$ cat config.mk
export PLATFORM = sky130hd
export DESIGN_NAME = interrupt_controller
export DESIGN_NICKNAME = d
export VERILOG_FILES = /design/src/rtl/interrupt_controller.sv
export SDC_FILE = /design/constraint.sdc
export NUM_CORES = 1
export LEC_CHECK = 0
export ABC_AREA = 1
export CAP_MARGIN = 0
export CELL_PAD_IN_SITES_DETAIL_PLACEMENT = 0
export CELL_PAD_IN_SITES_GLOBAL_PLACEMENT = 2
export CORE_MARGIN = 1
export CORE_UTILIZATION = 17
export CTS_BUF_LIST = sky130_fd_sc_hd__clkbuf_2 sky130_fd_sc_hd__clkbuf_4 sky130_fd_sc_hd__clkbuf_8
export DETAILED_ROUTE_END_ITERATION = 10
export HOLD_SLACK_MARGIN = 0.1
export PLACE_DENSITY_LB_ADDON = 0.1
export SYNTH_ARGS = -nofsm -noshare
export SYNTH_HDL_FRONTEND = slang
export SYNTH_SLANG_ARGS = --single-unit
$ cat constraint.sdc
create_clock -name iClock -period 1.05 [get_ports iClock]
set_input_delay 0.105 -clock iClock [delete_from_list [all_inputs] [get_ports iClock]]
set_output_delay 0.105 -clock iClock [all_outputs]
set_load 0.005 [all_outputs]
$ cat src/rtl/interrupt_controller.sv
// interrupt_controller: IF/IE registers, fixed-priority pick and CPU handshake for five sources; INTERRUPT_EDGE_DETECT_EN selects edge-triggered requests.
// Latency: request -> IF one cycle, IF -> oIrqValid one more cycle; after an ack one blank cycle before the FSM re-arbitrates.
// Backpressure: a presented interrupt is held until iAck, or dropped back to idle if iIme falls first.
module interrupt_controller (
    input  logic        iClock,
    input  logic        iReset,
    input  logic [4:0]  iInterruptReq,
    input  logic        iWe,
    input  logic [15:0] iAddr,
    input  logic [7:0]  iData,
    output logic [7:0]  oIf,
    output logic [7:0]  oIe,
    input  logic        iIme,
    input  logic        iAck,
    output logic        oIrqValid,
    output logic [7:0]  oVector,
    output logic        oIrqPending
);
    typedef enum logic [1:0] {
        S_IDLE  = 2'd0,
        S_REQ   = 2'd1,
        S_CLEAR = 2'd2
    } state_t;

    state_t      state, stateNext;
    logic [4:0]  ifReg, ifNext;
    logic [7:0]  ieReg;
    logic [2:0]  idx, idxNext, lowest;
    logic [4:0]  reqEvent, active;
    logic        ifWrite, ieWrite, ackTake;

`ifdef INTERRUPT_EDGE_DETECT_EN
    logic [4:0] reqPrev;

    always_ff @(posedge iClock) begin
        if (iReset) reqPrev <= '0;
        else        reqPrev <= iInterruptReq;
    end

    assign reqEvent = iInterruptReq & ~reqPrev;
`else
    assign reqEvent = iInterruptReq;
`endif

    assign active  = ifReg & ieReg[4:0];
    assign ifWrite = iWe && (iAddr == 16'hFF0F);
    assign ieWrite = iWe && (iAddr == 16'hFFFF);

    // Scan from the top so the lowest set bit wins.
    always_comb begin
        lowest = 3'd0;
        for (int i = 4; i >= 0; i--) begin
            if (active[i]) lowest = 3'(i);
        end
    end

    always_comb begin
        stateNext = state;
        idxNext   = idx;
        ackTake   = 1'b0;
        case (state)
            S_IDLE: begin
                if (iIme && (|active)) begin
                    stateNext = S_REQ;
                    idxNext   = lowest;
                end
            end
            S_REQ: begin
                if (iAck) begin
                    stateNext = S_CLEAR;
                    ackTake   = 1'b1;
                end else if (!iIme) begin
                    stateNext = S_IDLE;
                end
            end
            S_CLEAR: stateNext = S_IDLE;
            default: stateNext = S_IDLE;
        endcase
    end

    // Priority on IF: ack clear > request > bus write.
    always_comb begin
        ifNext = ifWrite ? iData[4:0] : ifReg;
        ifNext = ifNext | reqEvent;
        if (ackTake) ifNext = ifNext & ~(5'b00001 << idx);
    end

    always_ff @(posedge iClock) begin
        if (iReset) begin
            state <= S_IDLE;
            idx   <= 3'd0;
            ifReg <= 5'd0;
            ieReg <= 8'h00;
        end else begin
            state <= stateNext;
            idx   <= idxNext;
            ifReg <= ifNext;
            if (ieWrite) ieReg <= iData;
        end
    end

    assign oIf         = {3'b111, ifReg};
    assign oIe         = ieReg;
    assign oIrqValid   = (state == S_REQ);
    assign oVector     = (state == S_REQ) ? {2'b01, idx, 3'b000} : 8'h00;
    assign oIrqPending = |active;
endmodule
Yosys cells after proc, flatten, opt, wreduce, memory -nomap -nowiden. Cells that the tools add are included.

Logic and storage cells: 35. Bits in registers: 18. Output and inout port bits: 26. Input bits: 34.

Reduce and logical (&&, ||, !) cells: 7. Eq/ne operators: 5. Muxes and demuxes: 14. Shifts and indexed selects: 1. Bitwise logic cells: 4.

Operator list (count): $eq 16x16->1 const B (2); $mux 3 (5); $and 5x5->5 (2); $mux 5 (2); $mux 7 (1); $mux 2 (3); $not 5->5 (1); $or 5x5->5 (1); $reduce_or 5->1 (1); $shl 1x3->5 const A (1); $pmux 2 s2 (1); $reduce_and 2->1 (2); $logic_and 1x1->1 (3); $ne 3x3->1 const B (1); $eq 2x1->1 const B (1); $logic_not 2->1 (1); $mux 1 (2); $ne 2x2->1 const B (1).

Logic depth before layout (Yosys ltp). Gate-level depths: netlist (run 1).

Depth after elaboration: 6. Gate-level depth with buffers: 8. Mapped depth without buffers: 8.

Least setup slack after synthesis (run 1). OpenSTA, ideal clock, no wires.

Path kind: reg2reg. Start: reg state[0]. End: reg ifReg[0]. Clock period less this slack: 1093 ps. Path slack: -43 ps. Arrival: 976 ps. Stages on the path, launching flop included: 8. Data required time: 933 ps. Library setup time: 117 ps. Path buffers: 0. Path through: dfxtp_1 -> inv_1 -> nor2_2 -> inv_1 -> nor2_2 -> nand3_1 -> o21ai_0 -> nor2_1.

Word-level cells in the longest chain between the ends: 3.

RTL lines: from (decl) (line 25) `state_t state, stateNext;`; from (signal assigned) (line 95) `state <= stateNext;`; $eq 2x1->1; named net oIrqValid (line 15) `output logic oIrqValid,`; $mux 1 (line 61) `case (state)`; $mux 5 (line 85) `if (ackTake) ifNext = ifNext & ~(5'b00001 << idx);`; to (signal assigned) (line 97) `ifReg <= ifNext;`; to (decl) (line 26) `logic [4:0] ifReg, ifNext;`.

The timed path passes the listed nets, and every way through them passes these cells. A chain may end at the register's enable or synchronous reset.

Worst setup path after layout (run 1).
Start: reg ifReg[0]. End: out oIrqPending.

Word-level cells in the longest chain between the ends: 2.

RTL lines: $and 5x5->5 (line 45) `assign active = ifReg & ieReg[4:0];`; $reduce_or 5->1 (line 106) `assign oIrqPending = |active;`; to (decl) (line 17) `output logic oIrqPending`.

No other way between the ends.

==> results.json, run 1 <==
{
  "die_h_um": 81.7,
  "synthesis.instances": 167,
  "netlist_area_um2": 1080,
  "seqCellArea_um2": 377,
  "rrSetupSlack_ns": -0.07,
  "dr.pass1.iters": 4,
  "setup-violations-final": 13,
  "detail_route.wirelength_mm": 3.77,
  "max_cap_violation_count": 0,
  "endpoint_kind": "primary output",
  "first_global_vias": 1314,
  "slowest_delay_ns": 0.33,
  "worstPathRequired_ns": 0.94,
  "post_route_cells_drive_above_1_share_pct": 44.0,
  "remaining_drc_errors": 0,
  "skew_ns": 0.00195,
  "synth_largest_type_area_fraction_pct": 33.4,
  "grtUsageMet1_pct": 14.4,
  "mostFrequentLayoutCell": "sky130_fd_sc_hd__buf_4",
  "hold_path_startpoint": "iAddr[4]",
  "maximum_fanout_along_the_worst_path": 2,
  "antenna-diode-count": 0,
  "p_sw_share_pct": 24.9,
  "internal_power_mw": 1.11,
  "grt_first_pass_wirelength_mm": 6.00,
  "fin_ws_ns": -0.0897,
  "rsz0062_at_grt": "true",
  "share_seq_of_total_power_pct": 47.6,
  "final.fill_count": 681,
  "clock_pin_slew_worst_setup_and_hold_paths_ns": 0.07,
  "postLayoutCoreUtil_pct": 34.6,
  "worstSetupPathType": "reg -> out",
  "yosys.cell_types.count": 18,
  "critical_path_arrival_ns": 1.03,
  "period_needed_ns": 1.14,
  "floorplan.die_area_um2": 6670,
  "antenna_violations_before_repair": 0,
  "avg_synthesized_cell_area_um2": 6.47,
  "core-area_um2": 6030,
  "synth_seq_cells": 18,
  "routedWlPerCell_um": 11.6,
  "min_to": "oIe[0]$_SDFFE_PP0P_",
  "p_leak_nw": 0.982,
  "io_pins": 60,
  "yosysTopAreaCell": "sky130_fd_sc_hd__dfxtp_1",
  "areaGrowthSynthToFinish_pct": 92.9,
  "cts_sinks": 18,
  "grt_overflow": 0,
  "viasPerCell": 4.04,
  "met3_track_demand_over_resource_pct": 3.22,
  "globalRoute.busiestLayer": "met2",
  "place.gp.congestion": 0.707,
  "final_cell_area_um2": 2080,
  "global_route.usage.met2_pct": 21.7,
  "regToRegEndpoint": "ifReg[2]$_SDFF_PP0_",
  "power.density_nw_per_um2": 712,
  "peakVddDrop_mv": 0.496,
  "grt_usage_pct": 12.2,
  "drt_first_iter_violations": 28,
  "run_status": "finished with violations",
  "area_of_the_multi_input_gates_um2": 717,
  "synth-seq-area-share_pct": 33.4,
  "switching_power_uw": 369,
  "initial_cell_density_of_the_core_pct": 17.9,
  "r2r_cells": 7,
  "route.antenna.remaining_nets": 0,
  "synth.yosys.warnings": 0,
  "cts_htree_levels": 1,
  "die_w_um": 81.7,
  "std_cell_rows": 28,
  "timing.hold.worst.class": "in -> reg",
  "tritoncts.num_buffers": 3,
  "nNetsFinal": 286,
  "max_clock_freq_ghz": 0.877,
  "critical-path-top-cell-by-count": "sky130_fd_sc_hd__nand2_2",
  "timing.critical_path.from_type": "flop",
  "clk_pwr_share_pct": 33.8,
  "dr_total_vias": 1312,
  "hold-path-cell-count": 6,
  "failed_checks": "setup timing",
  "cp_slowest_cell": "sky130_fd_sc_hd__dfxtp_2",
  "final_cell_mix": "27 x sky130_fd_sc_hd__buf_4, 21 x sky130_fd_sc_hd__nand2_1, 21 x sky130_fd_sc_hd__nor2_1",
  "setup-tns-final_ns": -0.652,
  "ys_top_cells_by_area": "sky130_fd_sc_hd__dfxtp_1 33%, sky130_fd_sc_hd__nand2_1 11%, sky130_fd_sc_hd__nor2_1 9.0%",
  "timing.critical_path.cells": "nand2_2 -> nand2_2 -> nor2_4 -> nand2_2 -> buf_2",
  "hpwl_detailed_mm": 2.79,
  "finalHoldViolations": 0,
  "timing_max_transition_violations_final": 0,
  "grt_start_max_net_pins": 17,
  "cts_max_path_buffers": 2,
  "cts_hold_buf": 0,
  "r2r_start": "state[0]$_SDFFE_PP0P_",
  "numPortBuffers": 52,
  "clkLatencyLatePin_ns": 0.26,
  "combinationalPowerShare_pct": 18.5,
  "clock_tree_root_buffer_cell": "sky130_fd_sc_hd__clkbuf_8",
  "placed_cell_area_um2": 1870,
  "tritoncts": "yes",
  "fin_total_pwr_mw": 1.48,
  "min_period_over_period_pct": 109
}
-- synthesized netlist by cell type --
master and count:
sky130_fd_sc_hd__a21oi_1 9, sky130_fd_sc_hd__buf_2 2, sky130_fd_sc_hd__buf_4 8, sky130_fd_sc_hd__buf_6 2, sky130_fd_sc_hd__conb_1 2, sky130_fd_sc_hd__dfxtp_1 18, sky130_fd_sc_hd__inv_1 22, sky130_fd_sc_hd__nand2_1 33
sky130_fd_sc_hd__nand2b_1 1, sky130_fd_sc_hd__nand3_1 13, sky130_fd_sc_hd__nand4_1 3, sky130_fd_sc_hd__nand4_2 1, sky130_fd_sc_hd__nor2_1 26, sky130_fd_sc_hd__nor2_2 4, sky130_fd_sc_hd__nor3_1 9, sky130_fd_sc_hd__o21ai_0 6
sky130_fd_sc_hd__o21bai_1 6, sky130_fd_sc_hd__o21bai_2 2
-- kinds of logic (layout without fill, tap and decap cells) --
| family | after synthesis | count (layout) | share of synthesized area [%] |
|---|---|---|---|
| other cells | 2 | 7 | 0.696 |
| simple gates | 90 | 91 | 36.5 |
| flops | 18 | 18 | 33.4 |
| buf+inv | 34 | 111 | 16.2 |
| compound gates | 23 | 23 | 13.2 |
-- flip-flops by register name, indices dropped and copies added, names as in the netlist --
signal and count:
idx 3, ifReg 5, oIe 8, state 2
-- per-layer routing --
metal  up-vias  share of wire (%)
li1        681                  -
met4         0               0.72
met1       593                 44
met5         -                  0
met2        36                 49
met3         2                6.1
-- power by group through the flow --
| stage | clock network [mW] | registers (mW) | logic (mW) |
|---|---|---|---|
| finish | 0.502 | 0.707 | 0.275 |
| global route | 0.555 | 0.708 | 0.304 |
| CTS | 0.529 | 0.706 | 0.271 |
| detailed placement | 0 | 0.719 | 0.276 |
| global placement | 0 | 0.719 | 0.274 |
| floorplan | 0 | 0.723 | 0.0848 |
-- how the worst max path moves through the flow --
stage / startpoint / to / depth (start not counted) / slack (ns)
final: ifReg[0]$_SDFF_PP0_ / oIrqPending / 5 / -0.09
after floorplan: state[0]$_SDFFE_PP0P_ / ifReg[0]$_SDFF_PP0_ / 7 / -0.007
after global placement: iAddr[14] / ifReg[0]$_SDFF_PP0_ / 9 / -0.36
after global routing: oIe[1]$_SDFFE_PP0P_ / oIrqPending / 5 / -0.16
after detailed placement: iAddr[15] / ifReg[0]$_SDFF_PP0_ / 9 / -0.36
after CTS: ifReg[2]$_SDFF_PP0_ / oIrqPending / 5 / -0.13
-- worst max-delay path: cells and delay by family (launching register included) --
kind	cells	cell delay, ns
buffers and inverters	1	0.13
DFF	1	0.33
and+or+nand+nor	4	0.31
-- timing repair --
item,4_1_cts,5_1_grt
gates resized for setup,121,20
hold endpoints to repair,0,0
setup buffers,2,4
setup endpoints to repair,35,28
cloned,2,0
pin swaps,27,11
-- cell type report --
cell class | instances | share of cell area (%)
repair buffers | 86 | 36.8
multi-input cells | 121 | 34.4
flip-flops and latches | 18 | 18.1
well taps | 75 | 4.50
inverters | 22 | 4.26
clock buffers | 3 | 1.98
-- per-stage QoR --
step	std cells	setup slack, ns	hold WS (ns)
floorplan	172	-0.00696	0.174
global placement	315	-0.362	0.519
detailed placement	315	-0.362	0.534
CTS	321	-0.130	0.448
global route	325	-0.158	0.425
finish	325	-0.0897	0.403
No activity file was read; power rests on OpenSTA's default activity.
==> run 2, diff against run 1 <==
==> config.mk (replaced) <==
export PLATFORM = sky130hd
export DESIGN_NAME = interrupt_controller
export DESIGN_NICKNAME = d
export VERILOG_FILES = /design/src/rtl/interrupt_controller.sv
export SDC_FILE = /design/constraint.sdc
export NUM_CORES = 1
export LEC_CHECK = 0
export CAP_MARGIN = 0
export CELL_PAD_IN_SITES_DETAIL_PLACEMENT = 1
export CELL_PAD_IN_SITES_GLOBAL_PLACEMENT = 1
export CORE_MARGIN = 1
export CORE_UTILIZATION = 24
export CTS_BUF_LIST = sky130_fd_sc_hd__clkbuf_2 sky130_fd_sc_hd__clkbuf_4 sky130_fd_sc_hd__clkbuf_8
export DETAILED_ROUTE_END_ITERATION = 10
export HOLD_SLACK_MARGIN = 0.1
export PLACE_DENSITY_LB_ADDON = 0.1
export SLEW_MARGIN = 15
export SYNTH_ARGS = -nofsm -noshare
export SYNTH_HDL_FRONTEND = slang
export SYNTH_SLANG_ARGS = --single-unit
==> results.json, run 2 <==
{
  "run_status": "finished with violations",
  "failed_checks": "setup timing",
  "skew_ns": 0.00299,
  "critical-path-top-cell-by-count": "sky130_fd_sc_hd__buf_6",
  "largest_reg_flops": 8,
  "final_cell_mix": "42 x sky130_fd_sc_hd__buf_4, 29 x sky130_fd_sc_hd__buf_6, 16 x sky130_fd_sc_hd__nand2b_1, 16 x sky130_fd_sc_hd__clkdlybuf4s50_1, 11 x sky130_fd_sc_hd__dfxtp_2",
  "endpoint_kind": "flop",
  "combinationalPowerShare_pct": 23.9,
  "placed_instances": 257,
  "global_route.usage.met2_pct": 38.1,
  "synth-async-reset-ratio_pct": 0,
  "routedWlPerCell_um": 16.8,
  "tritoncts": "yes",
  "drt_first_iter_violations": 55,
  "timing_max_transition_violations_final": 0,
  "initial_cell_density_of_the_core_pct": 25.5,
  "internal_power_mw": 1.17,
  "worstPathRequired_ns": 1.25,
  "die_w_um": 67.9,
  "numPortBuffers": 52,
  "cts_max_path_buffers": 2,
  "route.antenna.remaining_nets": 0,
  "muxShareOfSynthArea_pct": 7.68,
  "grt_usage_pct": 20.4,
  "rsz0062_at_grt": "true",
  "timing.critical_path.from_type": "flop",
  "timing.hold.worst.class": "in -> reg",
  "synth_enable_flop_cells": 0,
  "die_h_um": 67.9,
  "io_pins": 60,
  "p_leak_nw": 0.971,
  "cts_sinks": 18,
  "min_period_over_period_pct": 143,
  "viasPerCell": 4.91,
  "areaGrowthSynthToFinish_pct": 115,
  "floorplan.die_area_um2": 4610,
  "clkLatencyLatePin_ns": 0.25,
  "first_global_vias": 1483,
  "finalHoldViolations": 0,
  "synth_adder_area_share_pct": 0,
  "setup-tns-final_ns": -3.80,
  "clk_pwr_share_pct": 31.2,
  "final_cell_area_um2": 2240,
  "dr_total_vias": 1349,
  "hpwl_detailed_mm": 3.13,
  "switching_power_uw": 394,
  "synth-seq-area-share_pct": 34.6,
  "place.gp.congestion": 0.820,
  "grt_start_max_net_pins": 20,
  "peakVddDrop_mv": 0.339,
  "fin_worst_hold_slack_ns": 0.302,
  "p_sw_share_pct": 25.2,
  "antenna-diode-count": 0,
  "synth_most_common_cell": "sky130_fd_sc_hd__dfxtp_1",
  "synth.yosys.warnings": 0,
  "setup-violations-final": 24,
  "globalRoute.busiestLayer": "met2",
  "fin_cells": 275,
  "nNetsFinal": 261,
  "share_of_the_synthesized_area_in_compound_gates_ao_oa_aoi_oai_pct": 16.0,
  "detail_route.wirelength_mm": 4.61,
  "ys_top_cells_by_area": "sky130_fd_sc_hd__dfxtp_1 35%, sky130_fd_sc_hd__nand2b_1 10%, sky130_fd_sc_hd__mux2i_1 7.7%",
  "yosys.cell_types.count": 34,
  "maximum_fanout_along_the_worst_path": 3,
  "synthXorXnorAreaFrac_pct": 0,
  "fin_ws_ns": -0.457,
  "synth_largest_type_area_fraction_pct": 34.6,
  "fin_total_pwr_mw": 1.57,
  "critical_path_arrival_ns": 1.71,
  "grt_overflow": 0,
  "synthesis.instances": 121,
  "netlist_area_um2": 1040,
  "worstSetupPathType": "reg -> reg",
  "avg_synthesized_cell_area_um2": 8.61,
  "synth_seq_cells": 18,
  "max_cap_violation_count": 0,
  "clock_tree_root_buffer_cell": "sky130_fd_sc_hd__clkbuf_8",
  "period_needed_ns": 1.51,
  "cts_hold_buf": 0,
  "core-area_um2": 4090,
  "clock_pin_slew_worst_setup_and_hold_paths_ns": 0.07,
  "power.density_nw_per_um2": 701,
  "share_seq_of_total_power_pct": 45.0,
  "synth_top_family_by_area": "simple AND/OR/NAND/NOR gates",
  "pre_cts_ws_ns": -0.792,
  "synth_flop_cell": "sky130_fd_sc_hd__dfxtp_1",
  "antenna_violations_before_repair": 0,
  "met3_track_demand_over_resource_pct": 3.33,
  "yosysTopAreaCell": "sky130_fd_sc_hd__dfxtp_1",
  "post_synth_most_frequent_cells": "18 x sky130_fd_sc_hd__dfxtp_1, 17 x sky130_fd_sc_hd__nand2b_1, 8 x sky130_fd_sc_hd__buf_4, 8 x sky130_fd_sc_hd__mux2i_1",
  "synth_simple_gate_area_share_pct": 31.9,
  "cp_slowest_cell": "sky130_fd_sc_hd__dfxtp_2",
  "placed_cell_area_um2": 1900,
  "mostFrequentLayoutCell": "sky130_fd_sc_hd__buf_4",
  "postLayoutCoreUtil_pct": 54.7,
  "max_clock_freq_ghz": 0.664,
  "grt_first_pass_wirelength_mm": 6.83,
  "tritoncts.num_buffers": 3,
  "std_cell_rows": 23,
  "slowest_delay_ns": 0.33,
  "timing.critical_path.buf_inv": 3,
  "grtUsageMet1_pct": 22.1,
  "remaining_drc_errors": 0,
  "dr.pass1.iters": 4,
  "post_route_cells_drive_above_1_share_pct": 61.8,
  "cpLargestDelayFamily": "compound AO/OA/AOI/OAI gates",
  "timing.critical_path.cells": "a222oi_1 -> buf_4 -> buf_6 -> nand2_4 -> buf_6 -> a211o_1 -> nand2_1",
  "cts_htree_levels": 1
}
-- run 2: power by group through the flow --
stage	clock network, mW	logic (mW)	registers, mW
after detailed placement	0	0.343	0.720
final	0.489	0.374	0.705
after CTS	0.501	0.347	0.706
after global routing	0.541	0.400	0.705
after global placement	0	0.332	0.719
after floorplan	0	0.0971	0.726
-- run 2: logic make-up after synthesis --
kind of cell           Yosys count
flip-flops                      18
multiplexers                     8
AND/OR/NAND/NOR                 54
AO/OA/AOI/OAI                   24
other                            2
buffers and inverters           15
-- run 2: layout make-up --
cell class / instances / area [µm²]
multi-input cells: 93 / 800
repair buffers: 109 / 948
well taps: 50 / 62.6
clock buffers: 3 / 41.3
fillers: 477 / 1850
inverters: 2 / 7.51
flip-flops and latches: 18 / 378
-- run 2: path summary, 6_finish.rpt --
check	from	cells after the start	endpoint	slack, ns
worst max-delay path	ifReg[1]$_SDFF_PP0_	7	idx[0]$_SDFFE_PP0P_	-0.46
worst max register to register	ifReg[1]$_SDFF_PP0_	7	idx[0]$_SDFFE_PP0P_	-0.46
worst min-delay path	iAddr[4]	5	ifReg[3]$_SDFF_PP0_	0.30
worst min register to register	oIe[6]$_SDFFE_PP0P_	2	oIe[6]$_SDFFE_PP0P_	0.47
-- run 2: metal layers --
layer  vias to the layer above  share of wire (%)
li1                        641                  -
met2                        46                 56
met4                         0                1.7
met5                         -                  0
met3                         8                4.3
met1                       654                 38
-- run 2: worst reg2reg max path, cell delays in order (launching register included) --
cell                       delay, ns
sky130_fd_sc_hd__dfxtp_2        0.33
sky130_fd_sc_hd__a222oi_1       0.33
sky130_fd_sc_hd__buf_4          0.19
sky130_fd_sc_hd__buf_6          0.10
sky130_fd_sc_hd__nand2_4        0.04
sky130_fd_sc_hd__buf_6          0.13
sky130_fd_sc_hd__a211o_1        0.26
sky130_fd_sc_hd__nand2_1        0.08
-- run 2: repair_timing --
| item | 4_1_cts | 5_1_grt |
|---|---|---|
| setup endpoints to repair | 36 | 30 |
| setup buffers | 16 | 8 |
| pin swaps | 21 | 18 |
| resized for setup | 151 | 41 |
